[src/rtl/graph_query_sched_if.sv]
`default_nettype none
// +----------------------------------------------------------------------------+
// | graph_query_sched_if                                                       |
// | Request, response and engine-control bundle for the graph query scheduler. |
// | Rev 1.0 - initial release                                                  |
// +----------------------------------------------------------------------------+
interface graph_query_sched_if #(
    parameter int N_REQ  = 4,
    parameter int NODE_W = 7,
    parameter int LEV_W  = 4
);
    logic [N_REQ-1:0]        req_valid;
    logic [N_REQ-1:0]        req_ready;
    logic [N_REQ*NODE_W-1:0] req_start;
    logic [N_REQ*NODE_W-1:0] req_end;
    logic [N_REQ-1:0]        rsp_valid;
    logic [N_REQ-1:0]        rsp_ready;
    logic [1:0]              rsp_status;
    logic [LEV_W-1:0]        rsp_len;
    logic                    eng_start;
    logic                    eng_abort;
    logic [NODE_W-1:0]       eng_src;
    logic [NODE_W-1:0]       eng_dst;
    logic [LEV_W-1:0]        eng_maxlev;
    logic                    eng_done;
    logic                    eng_found;
    logic [LEV_W-1:0]        eng_len;

    // Requesters and engine side
    modport master (
        output req_valid, req_start, req_end, rsp_ready, eng_done, eng_found, eng_len,
        input  req_ready, rsp_valid, rsp_status, rsp_len,
        input  eng_start, eng_abort, eng_src, eng_dst, eng_maxlev
    );

    // Scheduler side
    modport slave (
        input  req_valid, req_start, req_end, rsp_ready, eng_done, eng_found, eng_len,
        output req_ready, rsp_valid, rsp_status, rsp_len,
        output eng_start, eng_abort, eng_src, eng_dst, eng_maxlev
    );
endinterface
`default_nettype wire

[src/rtl/graph_query_sched.sv]
`default_nettype none
// +----------------------------------------------------------------------------+
// | graph_query_sched                                                          |
// | Round-robin launcher for the shared graph path-search engine with watchdog.|
// | Rev 1.0 - initial release                                                  |
// +----------------------------------------------------------------------------+
module graph_query_sched #(
    parameter int N_REQ   = 4,
    parameter int NODE_W  = 7,
    parameter int NODES   = 65,
    parameter int LEV_W   = 4,
    parameter int MAX_LEV = 10,
    parameter int TMO_W   = 12
) (
    input  wire logic              CLK,
    input  wire logic              RST_n,
    graph_query_sched_if.slave     bus
);
    localparam int                 c_IDX_W   = $clog2(N_REQ);
    localparam logic [c_IDX_W:0]   c_NREQ_W  = (c_IDX_W+1)'(N_REQ);
    localparam logic [c_IDX_W-1:0] c_LAST    = c_IDX_W'(N_REQ-1);
    localparam logic [NODE_W:0]    c_NODES   = (NODE_W+1)'(NODES);
    localparam logic [TMO_W-1:0]   c_WD_LAST = {{(TMO_W-1){1'b1}}, 1'b0};
    localparam logic [1:0]         c_FOUND   = 2'd0;
    localparam logic [1:0]         c_NOPATH  = 2'd1;
    localparam logic [1:0]         c_BADARG  = 2'd2;
    localparam logic [1:0]         c_TIMEOUT = 2'd3;

    typedef enum logic [2:0] {
        S_IDLE   = 3'd0,
        S_GRANT  = 3'd1,
        S_LAUNCH = 3'd2,
        S_WAIT   = 3'd3,
        S_RESP   = 3'd4,
        S_ABORT  = 3'd5
    } state_t;

    state_t             r_state;
    logic [c_IDX_W-1:0] r_rr_ptr;
    logic [c_IDX_W-1:0] r_owner;
    logic [TMO_W-1:0]   r_wd;
    logic [N_REQ-1:0]   r_req_ready;
    logic [N_REQ-1:0]   r_rsp_valid;
    logic [1:0]         r_rsp_status;
    logic [LEV_W-1:0]   r_rsp_len;
    logic               r_eng_start;
    logic               r_eng_abort;
    logic [NODE_W-1:0]  r_src;
    logic [NODE_W-1:0]  r_dst;

    logic [c_IDX_W:0]   w_sum;
    logic [c_IDX_W-1:0] w_winner;
    logic               w_hit;
    logic [NODE_W-1:0]  w_src;
    logic [NODE_W-1:0]  w_dst;
    logic               w_bad;
    logic [N_REQ-1:0]   w_owner_oh;
    logic [c_IDX_W-1:0] w_ptr_next;

    // First valid requester at or after the round-robin pointer, wrapping
    always_comb begin
        w_winner = '0;
        w_hit    = 1'b0;
        w_sum    = '0;
        for (int k = 0; k < N_REQ; k++) begin
            w_sum = {1'b0, r_rr_ptr} + (c_IDX_W+1)'(k);
            if (w_sum >= c_NREQ_W) begin
                w_sum = w_sum - c_NREQ_W;
            end
            if (!w_hit && bus.req_valid[w_sum[c_IDX_W-1:0]]) begin
                w_hit    = 1'b1;
                w_winner = w_sum[c_IDX_W-1:0];
            end
        end
    end

    assign w_src      = bus.req_start[r_owner*NODE_W +: NODE_W];
    assign w_dst      = bus.req_end[r_owner*NODE_W +: NODE_W];
    assign w_bad      = ({1'b0, w_src} >= c_NODES) || ({1'b0, w_dst} >= c_NODES);
    assign w_owner_oh = N_REQ'(1) << r_owner;
    assign w_ptr_next = (r_owner == c_LAST) ? '0 : r_owner + 1'b1;

    always_ff @(posedge CLK) begin
        if (!RST_n) begin
            r_state      <= S_IDLE;
            r_rr_ptr     <= '0;
            r_owner      <= '0;
            r_wd         <= '0;
            r_req_ready  <= '0;
            r_rsp_valid  <= '0;
            r_rsp_status <= '0;
            r_rsp_len    <= '0;
            r_eng_start  <= 1'b0;
            r_eng_abort  <= 1'b0;
            r_src        <= '0;
            r_dst        <= '0;
        end else begin
            r_req_ready <= '0;
            r_eng_start <= 1'b0;
            r_eng_abort <= 1'b0;
            case (r_state)
                S_IDLE: begin
                    if (w_hit) begin
                        r_owner     <= w_winner;
                        r_req_ready <= N_REQ'(1) << w_winner;
                        r_state     <= S_GRANT;
                    end
                end
                S_GRANT: begin
                    r_src    <= w_src;
                    r_dst    <= w_dst;
                    r_rr_ptr <= w_ptr_next;
                    if (w_bad) begin
                        r_rsp_status <= c_BADARG;
                        r_rsp_len    <= '0;
                        r_rsp_valid  <= w_owner_oh;
                        r_state      <= S_RESP;
                    end else if (w_src == w_dst) begin
                        r_rsp_status <= c_FOUND;
                        r_rsp_len    <= '0;
                        r_rsp_valid  <= w_owner_oh;
                        r_state      <= S_RESP;
                    end else begin
                        r_eng_start <= 1'b1;
                        r_state     <= S_LAUNCH;
                    end
                end
                S_LAUNCH: begin
                    r_wd    <= '0;
                    r_state <= S_WAIT;
                end
                S_WAIT: begin
                    r_wd <= r_wd + 1'b1;
                    // A completion on the final watchdog cycle still counts
                    if (bus.eng_done) begin
                        r_rsp_status <= bus.eng_found ? c_FOUND : c_NOPATH;
                        r_rsp_len    <= bus.eng_found ? bus.eng_len : '0;
                        r_rsp_valid  <= w_owner_oh;
                        r_state      <= S_RESP;
                    end else if (r_wd == c_WD_LAST) begin
                        r_eng_abort <= 1'b1;
                        r_state     <= S_ABORT;
                    end
                end
                S_ABORT: begin
                    r_rsp_status <= c_TIMEOUT;
                    r_rsp_len    <= '0;
                    r_rsp_valid  <= w_owner_oh;
                    r_state      <= S_RESP;
                end
                S_RESP: begin
                    if (|(bus.rsp_ready & r_rsp_valid)) begin
                        r_rsp_valid  <= '0;
                        r_rsp_status <= '0;
                        r_rsp_len    <= '0;
                        r_state      <= S_IDLE;
                    end
                end
                default: begin
                    r_state <= S_IDLE;
                end
            endcase
        end
    end

    assign bus.req_ready  = r_req_ready;
    assign bus.rsp_valid  = r_rsp_valid;
    assign bus.rsp_status = r_rsp_status;
    assign bus.rsp_len    = r_rsp_len;
    assign bus.eng_start  = r_eng_start;
    assign bus.eng_abort  = r_eng_abort;
    assign bus.eng_src    = r_src;
    assign bus.eng_dst    = r_dst;
    assign bus.eng_maxlev = LEV_W'(MAX_LEV);
endmodule
`default_nettype wire

[src/flat_wrapper.sv]
// flat-port wrapper written by rule: the top's interface ports become plain ports
module graph_query_sched_flat 
#(
    parameter int N_REQ   = 4,
    parameter int NODE_W  = 7,
    parameter int NODES   = 65,
    parameter int LEV_W   = 4,
    parameter int MAX_LEV = 10,
    parameter int TMO_W   = 12
)
  (CLK, RST_n, bus_req_valid, bus_req_start, bus_req_end, bus_rsp_ready, bus_eng_done, bus_eng_found, bus_eng_len, bus_req_ready, bus_rsp_valid, bus_rsp_status, bus_rsp_len, bus_eng_start, bus_eng_abort, bus_eng_src, bus_eng_dst, bus_eng_maxlev);
  graph_query_sched_if #(.N_REQ(N_REQ), .NODE_W(NODE_W), .LEV_W(LEV_W)) bus_i ();
  input  wire logic CLK;
  input  wire logic RST_n;
  input wire logic [$bits(bus_i.req_valid)-1:0] bus_req_valid;
  input wire logic [$bits(bus_i.req_start)-1:0] bus_req_start;
  input wire logic [$bits(bus_i.req_end)-1:0] bus_req_end;
  input wire logic [$bits(bus_i.rsp_ready)-1:0] bus_rsp_ready;
  input wire logic [$bits(bus_i.eng_done)-1:0] bus_eng_done;
  input wire logic [$bits(bus_i.eng_found)-1:0] bus_eng_found;
  input wire logic [$bits(bus_i.eng_len)-1:0] bus_eng_len;
  output wire logic [$bits(bus_i.req_ready)-1:0] bus_req_ready;
  output wire logic [$bits(bus_i.rsp_valid)-1:0] bus_rsp_valid;
  output wire logic [$bits(bus_i.rsp_status)-1:0] bus_rsp_status;
  output wire logic [$bits(bus_i.rsp_len)-1:0] bus_rsp_len;
  output wire logic [$bits(bus_i.eng_start)-1:0] bus_eng_start;
  output wire logic [$bits(bus_i.eng_abort)-1:0] bus_eng_abort;
  output wire logic [$bits(bus_i.eng_src)-1:0] bus_eng_src;
  output wire logic [$bits(bus_i.eng_dst)-1:0] bus_eng_dst;
  output wire logic [$bits(bus_i.eng_maxlev)-1:0] bus_eng_maxlev;
  assign bus_i.req_valid = bus_req_valid;
  assign bus_i.req_start = bus_req_start;
  assign bus_i.req_end = bus_req_end;
  assign bus_i.rsp_ready = bus_rsp_ready;
  assign bus_i.eng_done = bus_eng_done;
  assign bus_i.eng_found = bus_eng_found;
  assign bus_i.eng_len = bus_eng_len;
  assign bus_req_ready = bus_i.req_ready;
  assign bus_rsp_valid = bus_i.rsp_valid;
  assign bus_rsp_status = bus_i.rsp_status;
  assign bus_rsp_len = bus_i.rsp_len;
  assign bus_eng_start = bus_i.eng_start;
  assign bus_eng_abort = bus_i.eng_abort;
  assign bus_eng_src = bus_i.eng_src;
  assign bus_eng_dst = bus_i.eng_dst;
  assign bus_eng_maxlev = bus_i.eng_maxlev;
  graph_query_sched #(.N_REQ(N_REQ), .NODE_W(NODE_W), .NODES(NODES), .LEV_W(LEV_W), .MAX_LEV(MAX_LEV), .TMO_W(TMO_W)) u_core (.CLK(CLK), .RST_n(RST_n), .bus(bus_i));
endmodule
[config.mk]
export PLATFORM = sky130hd
export DESIGN_NAME = graph_query_sched_flat
export DESIGN_NICKNAME = d
export VERILOG_FILES = /design/src/rtl/graph_query_sched_if.sv /design/src/rtl/graph_query_sched.sv /design/src/flat_wrapper.sv
export SDC_FILE = /design/constraint.sdc
export NUM_CORES = 1
export LEC_CHECK = 0
export BUFFER_PORTS_ARGS = -buffer_cell sky130_fd_sc_hd__buf_2
export CAP_MARGIN = 20
export CORE_AREA = 2 2 75 84
export DETAILED_ROUTE_END_ITERATION = 6
export DIE_AREA = 0 0 77 86
export PLACE_DENSITY = 0.79
export SETUP_SLACK_MARGIN = 0.3
export SLEW_MARGIN = 0
export SYNTH_ARGS = -nofsm -noshare
export SYNTH_HDL_FRONTEND = slang
export SYNTH_SLANG_ARGS = --single-unit
[constraint.sdc]
create_clock -name CLK -period 3 [get_ports CLK]
set_input_delay 0.45 -clock CLK [delete_from_list [all_inputs] [get_ports CLK]]
set_output_delay 0.45 -clock CLK [all_outputs]
set_load 0.05 [all_outputs]
==> impl_metrics.csv, run 1 <==
group,metric,value,unit
sta,setup_viol,0,
synthesis,yosys_warnings,0,
setup_path,critPathLaunch,"u_core.r_owner[0]",
sta,min_period,2.660,ns
detailed_routing,firstDrtPassIters,4,
clock_tree,cts.clk_slew.worst_paths,0.09,ns
clock_tree,cts.htree.levels,2,
power_and_ir_drop,intPower,1.202,mW
clock_tree,cts.sinks,49,
die,floorplan.initialDensity,0.4845,
synthesis,ys_ff_latch,49,
clock_tree,clkLatencyLatePin,0.31,ns
synthesis,syn_avg_cell_area,8.931,sq um
layout,nets,489,
sta,fin_skew,0.008687,ns
power_and_ir_drop,power.leakage,1.509,nW
sta,final.period_utilization,0.8866,
setup_path,max_stage_delay,0.52,ns
layout,final_cells,489,
setup_path,path_max_fanout,8,
sta,maxSlewViolCount,0,
layout,drive_above_1_share,0.3422,
setup_path,critPathLaunchType,"register",
power_and_ir_drop,power_switching_share,0.3870,
detailed_routing,drc,0,
global_route,grt_overflow,0,
sta,tns,0,ns
die,ios,106,
layout,fill_cells,516,
global_route,grt_max_degree,29,
global_route,grt_first_pass_wirelength,10520,um
detailed_routing,drt_iter0_drc,114,
setup_path,crit_arrival,2.88,ns
hold_path,hold_path_startpoint,"bus_eng_len[0]",
power_and_ir_drop,powerDensity,562.3,nW/um^2
die,coreArea,5733,sq um
setup_path,worstSetupPathType,"register to register",
placed_design,portBuffers,101,
setup_path,required,3.22,ns
setup_path,endpoint_kind,"register",
placed_design,place.gp.congestion,0.8709,
hold_path,hold_class,"primary input to register",
global_route,antenna_found_initial,0,
detailed_routing,wl_met3,401,um
power_and_ir_drop,switching_power,758.9,uW
clock_tree,max-clock-path-buffers,2,
sta,fmax,0.3760,GHz
clock_tree,cts_root_buffer,"clkbuf_8",
detailed_routing,top_layer_used,"met4",
synthesis,netlist_instances,311,
power_and_ir_drop,clkPwrFrac,0.213,
sta,worstMarginPinSlew,0.8636,ns
sta,grt_setup_unrepaired,"true",
layout,area_delta_synth_final,25.54,%
synthesis,synth_largest_area_cell,"dfxtp_1",
synthesis,synth_area,2778,sq um
synthesis,synth_area_leaders,"dfxtp_1 35%, mux4_2 11%, nand2_1 9.1%, a21boi_1 5.4%, mux2i_1 5.0%",
detailed_routing,dr_wl_met2,3435,um
placed_design,hpwl,5172,um
power_and_ir_drop,vdd_drop_max,0.0003031,V
die,dieArea,6622,sq um
global_route,grt_pass1_vias,2445,
die,die_w,77,um
layout,regArea,984.7,sq um
setup_path,crit_chain,"buf_12 -> buf_4 -> mux4_2 -> or4_1 -> o31a_1 -> nor2_4 -> a31oi_2 -> buf_6 -> mux2i_1",
detailed_routing,routedWlPerCell,13.85,um
layout,layout_commonest_cell,"buf_2",
detailed_routing,vias_per_cell,5.337,
detailed_routing,final_antenna_net_count,0,
clock_tree,cts_tree,"done",
power_and_ir_drop,p_comb_frac,0.398,
die,fp.dieH,86,um
synthesis,yosysTopAreaCellShare,0.3532,
placed_design,placedCellCount,475,
layout,mostFrequentLayoutCells,"101 x buf_2, 67 x nand2_1, 48 x dfxtp_1, 20 x a21boi_1",
die,num_rows,29,
sta,worst_slew_margin_rel,0.4189,
run,maxCapViolCount,0,
global_route,grtUsageTotal,0.1988,
clock_tree,cts_made_buffers,5,
synthesis,ys_seq_area_frac,0.3532,
detailed_routing,drt_wl_total,6773,um
setup_path,worstReg2RegStart,"u_core.r_owner[0]",
detailed_routing,vias,2610,
detailed_routing,wl_met1,2625,um
sta,hold_violations,0,
synthesis,yosysUniqueCellTypes,49,
setup_path,cp_slowest_cell,"mux4_2",
status,status,"finished, final reports clean",
power_and_ir_drop,pwr-share-seq,0.389,
layout,multiInputGateArea,1657,sq um
layout,diodes,0,
==> cell families (layout without fill, tap and decap cells) <==
family	after synthesis	after routing	share of synthesized area
flops	49	49	0.3532
mux	30	30	0.1721
fa+ha+maj	6	6	0.02703
buf+inv	31	130	0.05540
compound gates	62	62	0.1595
xor+xnor	7	7	0.02207
simple gates	124	124	0.2081
other cells	2	4	0.002704
==> sequential cells by signal (all words and copies together), names as in the netlist <==
register               count
u_core.bus.req_ready       4
u_core.r_owner             2
u_core.bus.rsp_len         4
u_core.bus.eng_src         7
u_core.bus.rsp_status      2
u_core.r_rr_ptr            2
u_core.r_state             3
u_core.r_wd               12
u_core.bus.eng_dst         7
u_core.bus.eng_start       1
u_core.bus.rsp_valid       4
u_core.bus.eng_abort       1
==> what timing repair did <==
action | CTS | global route
setup endpoints to repair | 11 | 10
gates resized for setup | 2 | 8
gates cloned | 0 | 1
setup buffers | 0 | 5
pin swaps | 0 | 4
hold buffers | 0 | 0
==> worst paths after layout <==
check	endpoint	slack, ns	cells after the start
setup / recovery	u_core.bus.rsp_len[3]	0.34	9
hold / removal	u_core.bus.rsp_len[0]	0.38	3
setup reg to reg	u_core.bus.rsp_len[3]	0.34	9
hold reg to reg	u_core.bus.eng_src[5]	0.46	2
==> layer usage <==
| layer | global-route usage | up-vias |
|---|---|---|
| li1 | - | 1298 |
| met1 | 0.2124 | 1189 |
| met2 | 0.3636 | 98 |
| met3 | 0.04105 | 25 |
| met4 | 0.1153 | 0 |
| met5 | 0 | - |
==> Yosys cell counts (all sizes together) <==
cell     number
o21ai         8
a2bb2oi       1
o21a          4
conb          2
nand2b        3
xor2          4
o22ai         1
o221ai        1
a221o         1
buf           8
mux2          2
a41o          1
nand3         8
mux2i        14
dfxtp        49
a31oi         2
nor3          6
nand3b        2
or3           1
o311a         1
or2           2
nor2         13
o311ai        2
or4           2
and3          2
nand2        67
inv           9
mux4         14
o31ai         1
o31a          3
ha            6
xnor2         3
nor2b         7
and2          4
o2bb2ai       1
o22a          1
a21boi       20
nand4         2
a21o          1
nor4          5
a21oi         7
clkbuf       14
a22oi         6
==> cell type report <==
cell class              instances  area share
flip-flops and latches         49      0.2824
multi-input cells             233      0.4751
well taps                      77     0.02763
inverters                       9    0.009688
clock buffers                   6     0.02368
repair buffers                113      0.1776
clock inverters                 2    0.003947
==> power groups by stage <==
stage | logic [mW] | registers [mW] | clock network, mW
2_1_floorplan | 0.421 | 0.920 | 0
3_3_place_gp | 0.729 | 0.775 | 0
3_5_place_dp | 0.740 | 0.777 | 0
4_1_cts | 0.741 | 0.763 | 0.425
5_1_grt | 0.842 | 0.772 | 0.446
6_report | 0.781 | 0.762 | 0.418
==> worst max-delay path, delay by kind of cell (launching register included) <==
kind	cells	cell delay, ns
flops	1	0.39
mux	2	0.69
simple gates	2	0.64
compound gates	2	0.42
buf+inv	3	0.44
==> metrics by stage <==
| step | total power, mW | util | worst slack (ns) | instance area (sq um) | hold slack, ns |
|---|---|---|---|---|---|
| global placement | 1.504 | 0.5799 | 0.2787 | 3324 | 0.4385 |
| detailed placement | 1.516 | 0.5799 | 0.2078 | 3324 | 0.4457 |
| global route | 2.060 | 0.6083 | 0.1998 | 3487 | 0.3844 |
| CTS | 1.929 | 0.5973 | 0.2950 | 3425 | 0.3770 |
| finish | 1.961 | 0.6083 | 0.3402 | 3487 | 0.3792 |
| floorplan | 1.342 | - | 0.4886 | 2785 | 0.4351 |
(Power assumes the default switching activity.)
==> run 2: changes to the inputs <==
CORE_AREA = 2 2 73 81   (was 2 2 75 84)
DIE_AREA = 0 0 75 83   (was 0 0 77 86)
PLACE_DENSITY = 0.83   (was 0.79)
clock period = 3.4 ns   (was 3 ns; I/O delays follow)
==> run 2 against run 1 <==
  * Non-clock buffer count decreased by 7
  * Sequential cell count is the same
  * Final area down 2.9%
  * Critical path depth fell by 1
  * Worst hold slack improved by 0.064 ns
  * Count of clock-buffer cells in the layout unchanged
  * Combinational power shrank 20%
  * Setup slack better by 0.13 ns
  * Critical endpoint is now u_core.bus.rsp_status[0]
  * Largest power group is now sequential cells
==> impl_metrics.csv, run 2 (same netlist as run 1, synthesis figures left out) <==
group,metric,value,unit
power_and_ir_drop,powerDensity,487.0,nW/um^2
clock_tree,max-clock-path-buffers,2,
power_and_ir_drop,power.leakage,1.460,nW
sta,final.period_utilization,0.8615,
die,fp.dieH,83,um
placed_design,place_ws,0.5036,ns
sta,fmax,0.3414,GHz
sta,worstMarginPinSlew,0.8747,ns
setup_path,cp_common_cell,"buf_4",
clock_tree,postCtsHoldBufs,0,
global_route,antenna_found_initial,0,
layout,layout_commonest_cell,"buf_2",
setup_path,critPathTopFamily,"multiplexers",
setup_path,crit_arrival,3.15,ns
setup_path,endpoint_kind,"register",
sta,worst_slew_margin_rel,0.4115,
hold_path,hold_class,"primary input to register",
status,status,"finished, final reports clean",
placed_design,hpwl,5067,um
power_and_ir_drop,pwr-share-seq,0.420,
sta,tns,0,ns
die,floorplan.initialDensity,0.5182,
global_route,grt_max_degree,29,
setup_path,crit_chain,"buf_4 -> mux4_2 -> xor2_1 -> nor4_1 -> nand4_1 -> a31oi_1 -> buf_4 -> mux2i_1",
power_and_ir_drop,power_switching_share,0.3897,
sta,worst_slack,0.4709,ns
detailed_routing,routedWlPerCell,13.33,um
clock_tree,cts.clk_slew.worst_paths,0.10,ns
die,dieArea,6225,sq um
die,ios,106,
clock_tree,cts_tree,"done",
sta,fin_skew,0.01341,ns
placed_design,place.gp.congestion,0.9012,
layout,nets,482,
sta,grt_setup_unrepaired,"false",
power_and_ir_drop,switching_power,642.4,uW
die,coreArea,5360,sq um
clock_tree,postCtsSetupBuffers,0,
sta,min_period,2.929,ns
clock_tree,cts_resized,0,
layout,largest_reg_flops,12,
layout,drive_above_1_share,0.3235,
detailed_routing,drc,0,
hold_path,hold_path_startpoint,"bus_eng_done",
layout,final_cells,480,
detailed_routing,drt_wl_total,6397,um
global_route,grtUsageTotal,0.2167,
power_and_ir_drop,vdd_drop_max,0.0002914,V
clock_tree,cts.htree.levels,2,
power_and_ir_drop,clkPwrFrac,0.202,
setup_path,required,3.62,ns
setup_path,max_stage_delay,0.67,ns
layout,area_delta_synth_final,21.85,%
layout,fill_cells,442,
global_route,grt_pass1_vias,2432,
power_and_ir_drop,power,1.648,mW
detailed_routing,vias,2587,
die,num_rows,28,
clock_tree,cts_made_buffers,5,
sta,hold_violations,0,
power_and_ir_drop,intPower,1.006,mW
setup_path,worstSetupPathType,"register to register",
detailed_routing,final_antenna_net_count,0,
setup_path,worstReg2RegStart,"u_core.r_owner[0]",
global_route,grt_first_pass_wirelength,10710,um
setup_path,cp_slowest_cell,"dfxtp_1",
setup_path,critPathLaunch,"u_core.r_owner[0]",
layout,mostFrequentLayoutCells,"101 x buf_2, 67 x nand2_1, 49 x dfxtp_1, 20 x a21boi_1",
sta,worst_hold_slack,0.4433,ns
setup_path,critPathBufInv,2,
sta,maxSlewViolCount,0,
run,maxCapViolCount,0,
clock_tree,cts.sinks,49,
clock_tree,cts_root_buffer,"clkbuf_8",
sta,setup_viol,0,
die,die_w,75,um
setup_path,critPathLaunchType,"register",
detailed_routing,vias_per_cell,5.390,
layout,diodes,0,
placed_design,portBuffers,101,
global_route,grt_overflow,0,
setup_path,path_max_fanout,10,
detailed_routing,firstDrtPassIters,4,
detailed_routing,drt_iter0_drc,136,
placed_design,placedCellCount,472,
clock_tree,clkLatencyLatePin,0.30,ns
layout,regMostFlops,"u_core.r_wd",
power_and_ir_drop,p_comb_frac,0.378,
## run 2: changes by cell type in the layout (fill, tap and decap cells not counted), sizes merged
cell / delta
buf: -7
## run 2: per-stage QoR
| step | utilization | area, sq um |
|---|---|---|
| 3_5_place_dp | 0.6160 | 3302 |
| 4_1_cts | 0.6314 | 3385 |
| 3_3_place_gp | 0.6160 | 3302 |
| 2_1_floorplan | - | 2785 |
| 5_1_grt | 0.6314 | 3385 |
| 6_report | 0.6314 | 3385 |
## run 2: worst paths after layout
kind,to,slack (ns),cells past startpoint
setup / recovery,u_core.bus.rsp_status[0],0.47,8
hold / removal,u_core.bus.eng_abort,0.44,2
setup reg to reg,u_core.bus.rsp_status[0],0.47,8
hold reg to reg,u_core.bus.eng_dst[2],0.46,2
## run 2: per-layer routing
| layer | global-route usage | wire length (um) | vias up |
|---|---|---|---|
| met5 | 0 | 0 | - |
| met4 | 0.07792 | 159 | 0 |
| met3 | 0.04612 | 344 | 17 |
| met2 | 0.3676 | 3331 | 85 |
| met1 | 0.2633 | 2561 | 1201 |
| li1 | - | - | 1284 |
## run 2: cell type report
cell class | instances | area, sq um | share of cell area
timing repair buffer | 106 | 543.0 | 0.1604
multi-input combinational | 233 | 1650 | 0.4876
clock inverter | 2 | 10.01 | 0.002957
sequential | 49 | 980.9 | 0.2898
inverter | 9 | 33.78 | 0.009982
clock buffer | 6 | 72.57 | 0.02144
tap | 75 | 93.84 | 0.02773
## run 2: worst register-to-register path, delay by kind of cell (launching register included)
| kind | cells | cell delay [ns] |
|---|---|---|
| buffers and inverters | 2 | 0.51 |
| AND/OR/NAND/NOR | 2 | 0.49 |
| XOR/XNOR | 1 | 0.17 |
| AO/OA/AOI/OAI | 1 | 0.21 |
| multiplexers | 2 | 0.79 |
| flip-flops | 1 | 0.67 |
## run 2: power groups by stage
stage                     sequential (mW)  combinational [mW]  clock [mW]
after global placement              0.703               0.612           0
final                               0.693               0.623       0.332
after global routing                0.703               0.676       0.360
after floorplan                     0.812               0.372           0
after CTS                           0.693               0.625       0.337
after detailed placement            0.706               0.624           0
